[config.mk]
export PLATFORM = sky130hd
export DESIGN_NAME = seq_pattern_tx_flat
export DESIGN_NICKNAME = d
export VERILOG_FILES = /design/src/rtl/seq_pkg.sv /design/src/rtl/seq_pattern_tx_if.sv /design/src/rtl/seq_shift_reg.sv /design/src/rtl/seq_pattern_tx.sv /design/src/flat_wrapper.sv
export SDC_FILE = /design/constraint.sdc
export NUM_CORES = 1
export LEC_CHECK = 0
export CORE_ASPECT_RATIO = 1.4
export CORE_MARGIN = 1.5
export CORE_UTILIZATION = 55
export CTS_BUF_LIST = sky130_fd_sc_hd__clkbuf_2
export DETAILED_ROUTE_END_ITERATION = 8
export PLACE_DENSITY = 0.78
export SYNTH_ARGS = -nofsm -noshare
export SYNTH_HDL_FRONTEND = slang
export SYNTH_SLANG_ARGS = --single-unit
[constraint.sdc]
create_clock -name clk -period 2.2 [get_ports clk]
set_input_delay 0.44 -clock clk [delete_from_list [all_inputs] [get_ports clk]]
set_output_delay 0.44 -clock clk [all_outputs]
set_load 0.03 [all_outputs]
[src/rtl/seq_pkg.sv]
// Shared definitions for the serial sequence path (pattern transmitter and detector).
package seq_pkg;

  typedef enum logic [1:0] {
    S_IDLE,
    S_SEND,
    S_GAP
  } state_t;

  localparam logic IDLE_BIT_DEFAULT = 1'b0;

  // Pattern length actually used: 0 or anything beyond the register width means "full width".
  function automatic int len_eff(input int len, input int pat_w);
    return (len == 0 || len > pat_w) ? pat_w : len;
  endfunction

endpackage

[src/rtl/seq_pattern_tx_if.sv]
// Request/status bundle of the serial pattern transmitter.
interface seq_pattern_tx_if #(
  parameter int PAT_W = 8,
  parameter int LEN_W = $clog2(PAT_W) + 1,
  parameter int REP_W = 4
);

  logic             start;
  logic [PAT_W-1:0] pattern;
  logic [LEN_W-1:0] len;
  logic [REP_W-1:0] reps;
  logic             ready;
  logic             busy;
  logic             out;
  logic             valid;
  logic             done;

  modport master (
    output start, pattern, len, reps,
    input  ready, busy, out, valid, done
  );

  modport slave (
    input  start, pattern, len, reps,
    output ready, busy, out, valid, done
  );

endinterface

[src/rtl/seq_shift_reg.sv]
// Loadable left-shift register; its MSB flop drives the serial line directly.
module seq_shift_reg #(
  parameter int   PAT_W = 8,
  parameter logic FILL  = 1'b0
) (
  input  logic             clk,
  input  logic             reset,
  input  logic             load,
  input  logic             shift,
  input  logic [PAT_W-1:0] din,
  output logic             msb
);

  logic [PAT_W-1:0] sr;

  // Reset to the fill value so the line sits at its idle level immediately.
  always_ff @(posedge clk or posedge reset) begin
    if (reset) begin
      sr <= {PAT_W{FILL}};
    end else if (load) begin
      sr <= din;
    end else if (shift) begin
      sr <= {sr[PAT_W-2:0], FILL};
    end
  end

  assign msb = sr[PAT_W-1];

endmodule

[src/rtl/seq_pattern_tx.sv]
// Serial pattern transmitter: replays a captured pattern MSB-first, reps+1 times,
// with GAP idle cycles between repetitions.
module seq_pattern_tx
  import seq_pkg::*;
#(
  parameter int   PAT_W    = 8,
  parameter int   LEN_W    = $clog2(PAT_W) + 1,
  parameter int   REP_W    = 4,
  parameter int   GAP      = 2,
  parameter logic IDLE_BIT = IDLE_BIT_DEFAULT
) (
  input logic                clk,
  input logic                reset,
  seq_pattern_tx_if.slave    bus
);

  localparam int GAP_W = (GAP > 0) ? $clog2(GAP + 1) : 1;
  localparam logic [GAP_W-1:0] GAP_LAST = GAP_W'((GAP > 0) ? GAP - 1 : 0);

  state_t           state, state_n;
  logic [LEN_W-1:0] bit_cnt, bit_n;
  logic [REP_W-1:0] rep_cnt, rep_n;
  logic [GAP_W-1:0] gap_cnt, gap_n;
  logic [LEN_W-1:0] len_q, len_in, last_bit;
  logic [PAT_W-1:0] pat_q, pat_in;
  logic             valid_q, done_q, done_n;
  logic             cap, sr_load, sr_shift;
  logic [PAT_W-1:0] sr_din;
  logic             line;

  // The pattern is left-aligned on capture so the shifter always starts at its MSB.
  assign len_in   = LEN_W'(len_eff(int'(bus.len), PAT_W));
  assign pat_in   = bus.pattern << (PAT_W - int'(len_in));
  assign last_bit = len_q - 1'b1;

  always_comb begin
    state_n  = state;
    bit_n    = bit_cnt;
    rep_n    = rep_cnt;
    gap_n    = gap_cnt;
    done_n   = 1'b0;
    cap      = 1'b0;
    sr_load  = 1'b0;
    sr_shift = 1'b0;
    sr_din   = {PAT_W{IDLE_BIT}};
    unique case (state)
      S_IDLE: begin
        if (bus.start) begin
          cap     = 1'b1;
          sr_load = 1'b1;
          sr_din  = pat_in;
          bit_n   = '0;
          rep_n   = bus.reps;
          gap_n   = '0;
          state_n = S_SEND;
        end
      end
      S_SEND: begin
        if (bit_cnt == last_bit) begin
          bit_n   = '0;
          sr_load = 1'b1;
          if (rep_cnt != '0) begin
            rep_n = rep_cnt - 1'b1;
            if (GAP > 0) begin
              gap_n   = '0;
              state_n = S_GAP;
            end else begin
              sr_din = pat_q;
            end
          end else begin
            done_n  = 1'b1;
            state_n = S_IDLE;
          end
        end else begin
          bit_n    = bit_cnt + 1'b1;
          sr_shift = 1'b1;
        end
      end
      S_GAP: begin
        if (gap_cnt == GAP_LAST) begin
          gap_n   = '0;
          sr_load = 1'b1;
          sr_din  = pat_q;
          state_n = S_SEND;
        end else begin
          gap_n = gap_cnt + 1'b1;
        end
      end
      default: state_n = S_IDLE;
    endcase
  end

  always_ff @(posedge clk or posedge reset) begin
    if (reset) begin
      state   <= S_IDLE;
      bit_cnt <= '0;
      rep_cnt <= '0;
      gap_cnt <= '0;
      len_q   <= LEN_W'(PAT_W);
      valid_q <= 1'b0;
      done_q  <= 1'b0;
    end else begin
      state   <= state_n;
      bit_cnt <= bit_n;
      rep_cnt <= rep_n;
      gap_cnt <= gap_n;
      valid_q <= (state_n == S_SEND);
      done_q  <= done_n;
      if (cap) begin
        len_q <= len_in;
      end
    end
  end

  always_ff @(posedge clk) begin
    if (cap) begin
      pat_q <= pat_in;
    end
  end

  seq_shift_reg #(
    .PAT_W (PAT_W),
    .FILL  (IDLE_BIT)
  ) u_shift (
    .clk   (clk),
    .reset (reset),
    .load  (sr_load),
    .shift (sr_shift),
    .din   (sr_din),
    .msb   (line)
  );

  assign bus.ready = (state == S_IDLE);
  assign bus.busy  = (state != S_IDLE);
  assign bus.out   = line;
  assign bus.valid = valid_q;
  assign bus.done  = done_q;

endmodule

[src/flat_wrapper.sv]
// flat-port wrapper written by rule: the top's interface ports become plain ports
module seq_pattern_tx_flat import seq_pkg::*;
#(
  parameter int   PAT_W    = 8,
  parameter int   LEN_W    = $clog2(PAT_W) + 1,
  parameter int   REP_W    = 4,
  parameter int   GAP      = 2,
  parameter logic IDLE_BIT = IDLE_BIT_DEFAULT
)
  (clk, reset, bus_start, bus_pattern, bus_len, bus_reps, bus_ready, bus_busy, bus_out, bus_valid, bus_done);
  seq_pattern_tx_if #(.PAT_W(PAT_W), .LEN_W(LEN_W), .REP_W(REP_W)) bus_i ();
  input logic clk;
  input logic reset;
  input wire logic [$bits(bus_i.start)-1:0] bus_start;
  input wire logic [$bits(bus_i.pattern)-1:0] bus_pattern;
  input wire logic [$bits(bus_i.len)-1:0] bus_len;
  input wire logic [$bits(bus_i.reps)-1:0] bus_reps;
  output wire logic [$bits(bus_i.ready)-1:0] bus_ready;
  output wire logic [$bits(bus_i.busy)-1:0] bus_busy;
  output wire logic [$bits(bus_i.out)-1:0] bus_out;
  output wire logic [$bits(bus_i.valid)-1:0] bus_valid;
  output wire logic [$bits(bus_i.done)-1:0] bus_done;
  assign bus_i.start = bus_start;
  assign bus_i.pattern = bus_pattern;
  assign bus_i.len = bus_len;
  assign bus_i.reps = bus_reps;
  assign bus_ready = bus_i.ready;
  assign bus_busy = bus_i.busy;
  assign bus_out = bus_i.out;
  assign bus_valid = bus_i.valid;
  assign bus_done = bus_i.done;
  seq_pattern_tx #(.PAT_W(PAT_W), .LEN_W(LEN_W), .REP_W(REP_W), .GAP(GAP), .IDLE_BIT(IDLE_BIT)) u_core (.clk(clk), .reset(reset), .bus(bus_i));
endmodule
* Word-level counts from Yosys, hierarchy flattened
Index checks and enable logic that the tools add are counted.
** Word-level totals
- Word-level logic and storage cells :: 68
- Bits in registers :: 34
** Cells by class
- Reductions and logical operators :: 11
- Multiplexer cells :: 33
- Order comparisons :: 1
- Shifts and indexed selects :: 1
- Add/sub/neg operators :: 5
- Equality and inequality tests :: 8
** Operators with widths (count)
- 2-to-1 mux 8 bit :: 4
- << shifter 8 x 32 -> 8 bit :: 1
- 2-to-1 mux 4 bit :: 6
- 2-to-1 mux 2 bit :: 8
- case mux 4 bit (2 select lines) :: 2
- case mux 8 bit (2 select lines) :: 1
- case mux 2 bit (3 select lines) :: 2
- 2-to-1 mux 1 bit :: 9
- AND reduction 4 bit :: 2
- subtractor 4 x 1 -> 4 bit, second input constant :: 2
- equality test 2 x 1 -> 1 bit, second input constant :: 3
- nonzero test 2 bit :: 3
- subtractor 4 x 4 -> 5 bit, first input constant :: 1
- adder 4 x 1 -> 4 bit, second input constant :: 1
- equality test 4 bit :: 1
- greater-than comparator 4 bit, second input constant :: 1
- logical NOT 4 bit :: 1
- inequality test 2 x 1 -> 1 bit, second input constant :: 2
- nonzero test 4 bit :: 1
- case mux 1 bit (3 select lines) :: 1
- nonzero test 3 bit :: 1
- adder 2 x 1 -> 2 bit, second input constant :: 1
- equality test 2 bit, second input constant :: 1
- logical NOT 2 bit :: 1
- other kinds (3) :: 3

* Logic depth before layout (Yosys ltp)
- Word-level depth :: 8
- Depth in mapped cells :: 10

* Hierarchy
A second synthesis with hierarchy kept.
** Second synthesis, totals
- Cells, all modules :: 213
- Area total of the unflattened synthesis :: 2003.2 um^2
** Modules (own cells, without submodules)
- seq_pattern_tx :: instances 1, seq. area each 691.9 um^2, area an instance 1630.3 um^2, cells each 178
- seq_shift_reg :: instances 1, seq. area each 200.2 um^2, area an instance 372.9 um^2, cells each 35

* Worst setup path before layout
Ideal clock, no wire load.
- Path type :: input to register
- From :: in bus_len[0]
- To :: reg u_core.pat_q[6], data pin
- Arrival :: 2.256 ns
- Setup slack :: -0.313 ns
- Setup time :: 0.258 ns
- Path buffers :: 4
- Stages :: 9
- Path through :: buf_2 > nand2b_1 > buf_4 > ha_1 > buf_2 > buf_2 > mux4_2 > a21oi_1 > nor2_1
** On the way
- Word-level cells in the longest chain between the ends :: 5
** RTL lines
- from (decl) :: line flat_wrapper.sv:16 : input wire logic [$bits(bus_i.len)-1:0] bus_len;
- greater-than comparator 4 bit or logical NOT 4 bit (tied branches) :: line seq_pkg.sv:14 : return (len == 0 || len > pat_w) ? pat_w : len;
- logical OR 1 bit :: line seq_pkg.sv:14
- 2-to-1 mux 4 bit * :: line seq_pkg.sv:14
- subtractor 4 x 4 -> 5 bit * :: line seq_pattern_tx.sv:33 : assign pat_in = bus.pattern << (PAT_W - int'(len_in));
- << shifter 8 x 32 -> 8 bit * :: line seq_pattern_tx.sv:33
- net u_core.pat_in[6] :: line seq_pattern_tx.sv:25 : logic [PAT_W-1:0] pat_q, pat_in;
- to (signal assigned) :: line seq_pattern_tx.sv:117 : pat_q <= pat_in;
- to (decl) :: line seq_pattern_tx.sv:25
The timed path passes the listed nets; every way through them passes the cells marked *.
A chain may end at the register's enable or synchronous reset.

* Worst setup path after layout
- From :: in bus_len[1]
- To :: reg u_core.u_shift.sr[7]
** On the way
- Word-level cells in the longest chain between the ends :: 8
** RTL lines
- greater-than comparator 4 bit or logical NOT 4 bit (tied branches) :: line seq_pkg.sv:14
- logical OR 1 bit :: line seq_pkg.sv:14
- 2-to-1 mux 4 bit * :: line seq_pkg.sv:14
- subtractor 4 x 4 -> 5 bit * :: line seq_pattern_tx.sv:33
- << shifter 8 x 32 -> 8 bit * :: line seq_pattern_tx.sv:33
- net u_core.pat_in[7] :: line seq_pattern_tx.sv:25
- 2-to-1 mux 8 bit * :: line seq_pattern_tx.sv:48 : if (bus.start) begin
- case mux 8 bit (2 select lines) * :: line seq_pattern_tx.sv:46 : unique case (state)
- 2-to-1 mux 8 bit * :: line seq_shift_reg.sv:20 : end else if (load) begin
- to (signal assigned) :: line seq_shift_reg.sv:19 : sr <= {PAT_W{FILL}};
- to (signal assigned) :: line seq_shift_reg.sv:21 : sr <= din;
- to (signal assigned) :: line seq_shift_reg.sv:23 : sr <= {sr[PAT_W-2:0], FILL};
- to (decl) :: line seq_shift_reg.sv:14 : logic [PAT_W-1:0] sr;
Marked as above.

==> qor.log <==
INFO  run_status     status=finished clean
INFO  power_and_ir_drop power.density=448.6mW/mm2
INFO  layout         fillers=294
INFO  clocking       htree_depth=2
INFO  place          gp_congestion=0.9114
INFO  global_routing first_global_vias=1,890
INFO  clocking       cts_root_buf=sky130_fd_sc_hd__clkbuf_2
INFO  drt            drt.antenna.violating_nets=0
INFO  layout         antenna_cells=0
INFO  worst_setup_path critPathArrivalTime=2.35ns
INFO  sta            slew_headroom=74.19%
INFO  worst_hold_path timing.hold.worst.class=in2async
INFO  clocking       tritoncts=built
INFO  sta            tightestPinTransition=0.3859ns
INFO  yosys          yosysSeqAreaShare=41.72%
INFO  floorplanning  total_die_area=0.004276mm2
INFO  worst_setup_path worst-path-buf-inv=1
INFO  yosys          syn_area=0.002138mm2
INFO  drt            route.detailed.drc=0
INFO  floorplanning  rows=26
INFO  drt            routed_via_density=6.071
INFO  worst_setup_path cp_cell_sequence=clkdlybuf4s50_1 -> nand2_1 -> ha_4 -> mux2_2 -> nor2_1 -> a211o_4 -> o21ai_2 -> a211o_1
INFO  layout         finish.net_count=292
INFO  drt            via_count=1,894
INFO  worst_setup_path critical_path.reg2reg.startpoint=u_core.len_q[0]
INFO  worst_setup_path worstSetupEndpointType=register
INFO  worst_setup_path crit_type=in2reg
INFO  layout         most_frequent_cells_in_the_layout=28 x sky130_fd_sc_hd__nor2_1, 24 x sky130_fd_sc_hd__dfrtp_1, 22 x sky130_fd_sc_hd__buf_4, 20 x sky130_fd_sc_hd__clkdlybuf4s50_1, 19 x sky130_fd_sc_hd__nand2_1
INFO  drt            drt_wirelength=4.959mm
INFO  sta            timing.final.setup_violations=0
INFO  drt            routed_len_inst=15.89um
INFO  sta            timing.fmax=483.8MHz
INFO  place          port_buffers=23
INFO  global_routing initial_antenna_violation_count=0
INFO  yosys          ys_seq_elements=34
INFO  flow_run       maxCapViolations=0
INFO  worst_setup_path critical_path.startpoint_type=primary input
INFO  worst_setup_path worst_setup_path_startpoint=bus_len[1]
INFO  layout         synthToLayoutAreaGrowth=22.94%
INFO  layout         layout_cells_sized_above_1=18.89%
INFO  worst_setup_path timing.critical_path.fanout_max=5
INFO  yosys          synthFlopType=sky130_fd_sc_hd__dfrtp_1
INFO  sta            report.final.slew_viol_count=0
INFO  yosys          synthesis.yosys.warnings=0
INFO  floorplanning  effective_utilization_at_floorplan=58.17%
INFO  sta            timing.clock.skew=0.01762ns
INFO  sta            hold_violations=0
INFO  sta            rsz_0062_raised_after_global_routing=no
INFO  worst_setup_path worst_path_largest_cell_delay=0.48ns
INFO  floorplanning  design.portCount=24
INFO  yosys          yosysUniqueCellTypes=54
INFO  yosys          postSynth.asyncResetShare=76.47%
INFO  floorplanning  fp.dieH=76.78um
INFO  power_and_ir_drop p_leak=1.102nW
INFO  clocking       cts.path.max_buffers=2
INFO  yosys          mappedNetlistNets=249
INFO  yosys          syn_area_per_cell=9.462um2
INFO  worst_setup_path crit_slowest_cell=sky130_fd_sc_hd__clkdlybuf4s50_1
INFO  floorplanning  placeableCoreArea=0.003676mm2
INFO  worst_setup_path worstPathRequired=2.49ns
INFO  clocking       cts_bufs_inserted=5
INFO  layout         final_core_utilization=71.51%
INFO  drt            first_iter_violations=76
INFO  floorplanning  die-width=55.70um
INFO  power_and_ir_drop largest_voltage_drop_on_the_vdd_net=0.3350mV
INFO  place          hpwl=3.784mm
INFO  yosys          postSynthCellCount=226
INFO  layout         mostFrequentLayoutCell=sky130_fd_sc_hd__nor2_1
INFO  clocking       clkLatencyLatePin=0.39ns
INFO  clocking       reg_clk_slew_reported_paths=0.18ns
INFO  drt            drt-pass1-iter-count=4
INFO  sta            share_of_the_cycle_needed_by_the_critical_path_after_routing=93.95%
INFO  global_routing grt_start_max_net_pins=27
INFO  worst_setup_path critPathTopFamily=compound AO/OA/AOI/OAI gates
INFO  global_routing grt_pass1_wl=8.480mm
INFO  global_routing global_route.overflow_total=0
INFO  clocking       tritoncts_num_sinks=34
INFO  yosys          synth_enable_flop_cells=8
INFO  sta            final.min_clock_period=2.067ns
INFO  power_and_ir_drop totalPowerFinal=1.179mW
INFO  global_routing global_route.usage.total=25.18%
[synth_stat cells, types with 2 or more instances]
library cell	n	area, um2
sky130_fd_sc_hd__o211ai_1	3	22.52
sky130_fd_sc_hd__edfxtp_1	8	240.2
sky130_fd_sc_hd__inv_1	12	45.04
sky130_fd_sc_hd__mux2i_1	6	60.06
sky130_fd_sc_hd__mux2_2	3	33.78
sky130_fd_sc_hd__buf_2	5	25.02
sky130_fd_sc_hd__nor2b_1	4	25.02
sky130_fd_sc_hd__a211o_1	2	17.52
sky130_fd_sc_hd__mux4_2	2	45.04
sky130_fd_sc_hd__o21ai_0	17	85.08
sky130_fd_sc_hd__o22ai_1	4	25.02
sky130_fd_sc_hd__ha_1	4	50.05
sky130_fd_sc_hd__and3_1	2	12.51
sky130_fd_sc_hd__nand3_1	4	20.02
sky130_fd_sc_hd__nor2_1	28	105.1
sky130_fd_sc_hd__nand3b_1	2	15.01
sky130_fd_sc_hd__a21oi_1	9	45.04
sky130_fd_sc_hd__nand4_1	3	18.77
sky130_fd_sc_hd__a31oi_1	4	25.02
sky130_fd_sc_hd__dfrtp_1	25	625.6
sky130_fd_sc_hd__nand2_1	19	71.32
sky130_fd_sc_hd__nand2b_1	8	50.05
sky130_fd_sc_hd__a32oi_1	4	35.03
sky130_fd_sc_hd__clkbuf_1	3	11.26
sky130_fd_sc_hd__buf_4	2	15.01
sky130_fd_sc_hd__xor2_1	4	35.03
sky130_fd_sc_hd__nor3_1	8	40.04
sky130_fd_sc_hd__a32o_1	2	20.02
sky130_fd_sc_hd__xnor2_1	4	35.03
[per-layer routing]
metal | part of all wire [%] | global-route usage [%]
met2 | 56 | 47.62
met1 | 39 | 26.87
met5 | 0 | 0
met3 | 3.2 | 3.541
met4 | 2.7 | 11.46
[area by class of cell]
type / instances / area (um2) / area share, %
multi-input cells: 170 / 1180 / 44.88
clock inverters: 2 / 8.758 / 0.3332
repair buffers: 46 / 419.2 / 15.94
clock buffers: 6 / 30.03 / 1.142
flip-flops and latches: 34 / 893.4 / 33.98
inverters: 12 / 45.04 / 1.713
well taps: 42 / 52.55 / 1.999
[path summary, 6_finish.rpt]
check,to,slack [ns],cells after the start
setup / recovery,u_core.u_shift.sr[7],0.13,8
hold reg to reg,u_core.u_shift.sr[0],0.47,2
max in group asynchronous,u_core.len_q[3],1.50,3
min in group clk,u_core.u_shift.sr[0],0.47,2
hold / removal,u_core.rep_cnt[1],0.38,3
setup reg to reg,u_core.rep_cnt[0],0.15,7
[stage by stage]
| stage | std cells | setup WS [ns] | setup TNS [ns] | hold WS (ns) | instance area [um2] |
|---|---|---|---|---|---|
| after floorplan | 226 | 0.01516 | 0 | 0.4146 | 2185 |
| after global placement | 304 | -0.3020 | -2.580 | 0.4351 | 2579 |
| after detailed placement | 304 | -0.3677 | -3.221 | 0.4416 | 2579 |
| after CTS | 312 | 0.03006 | 0 | 0.3778 | 2618 |
| after global routing | 312 | 0.01478 | 0 | 0.3941 | 2629 |
| final | 312 | 0.1331 | 0 | 0.3752 | 2629 |
[report_power, final]
| part | switching, mW | total (mW) | internal [mW] |
|---|---|---|---|
| Clock | 0.211 | 0.289 | 0.0781 |
| Sequential | 0 | 0.650 | 0.650 |
| Combinational | 0.114 | 0.240 | 0.126 |
[what timing repair did]
item,CTS,global route
pin swaps,0,1
setup endpoints to repair,2,6
hold buffers,0,0
gates resized for setup,2,4
buffers inserted,0,0
[kinds of logic after synthesis]
group | share of synthesized area [%]
DFF | 41.72
muxes | 6.495
AOI/OAI and AO/OA | 20.01
and+or+nand+nor | 19.60
buffers and inverters | 4.505
adders and majority gates | 2.341
xor gates and xnor gates | 5.325
[worst reg2reg max path, delay by kind of cell (launching register included)]
kind / cells / cell delay, ns
and+or+nand+nor: 2 / 0.63
DFF: 1 / 0.43
xor gates and xnor gates: 2 / 0.43
adders and majority gates: 1 / 0.20
buffers and inverters: 1 / 0.06
AOI/OAI and AO/OA: 1 / 0.23
[registers in the layout (all words and copies together) (netlist names)]
register,count
u_core.len_q,4
u_core.bus.done,1
u_core.pat_q,8
u_core.rep_cnt,4
u_core.bus.valid,1
u_core.bit_cnt,4
u_core.state,2
u_core.gap_cnt,2
u_core.u_shift.sr,8
(Power assumes the default switching activity.)
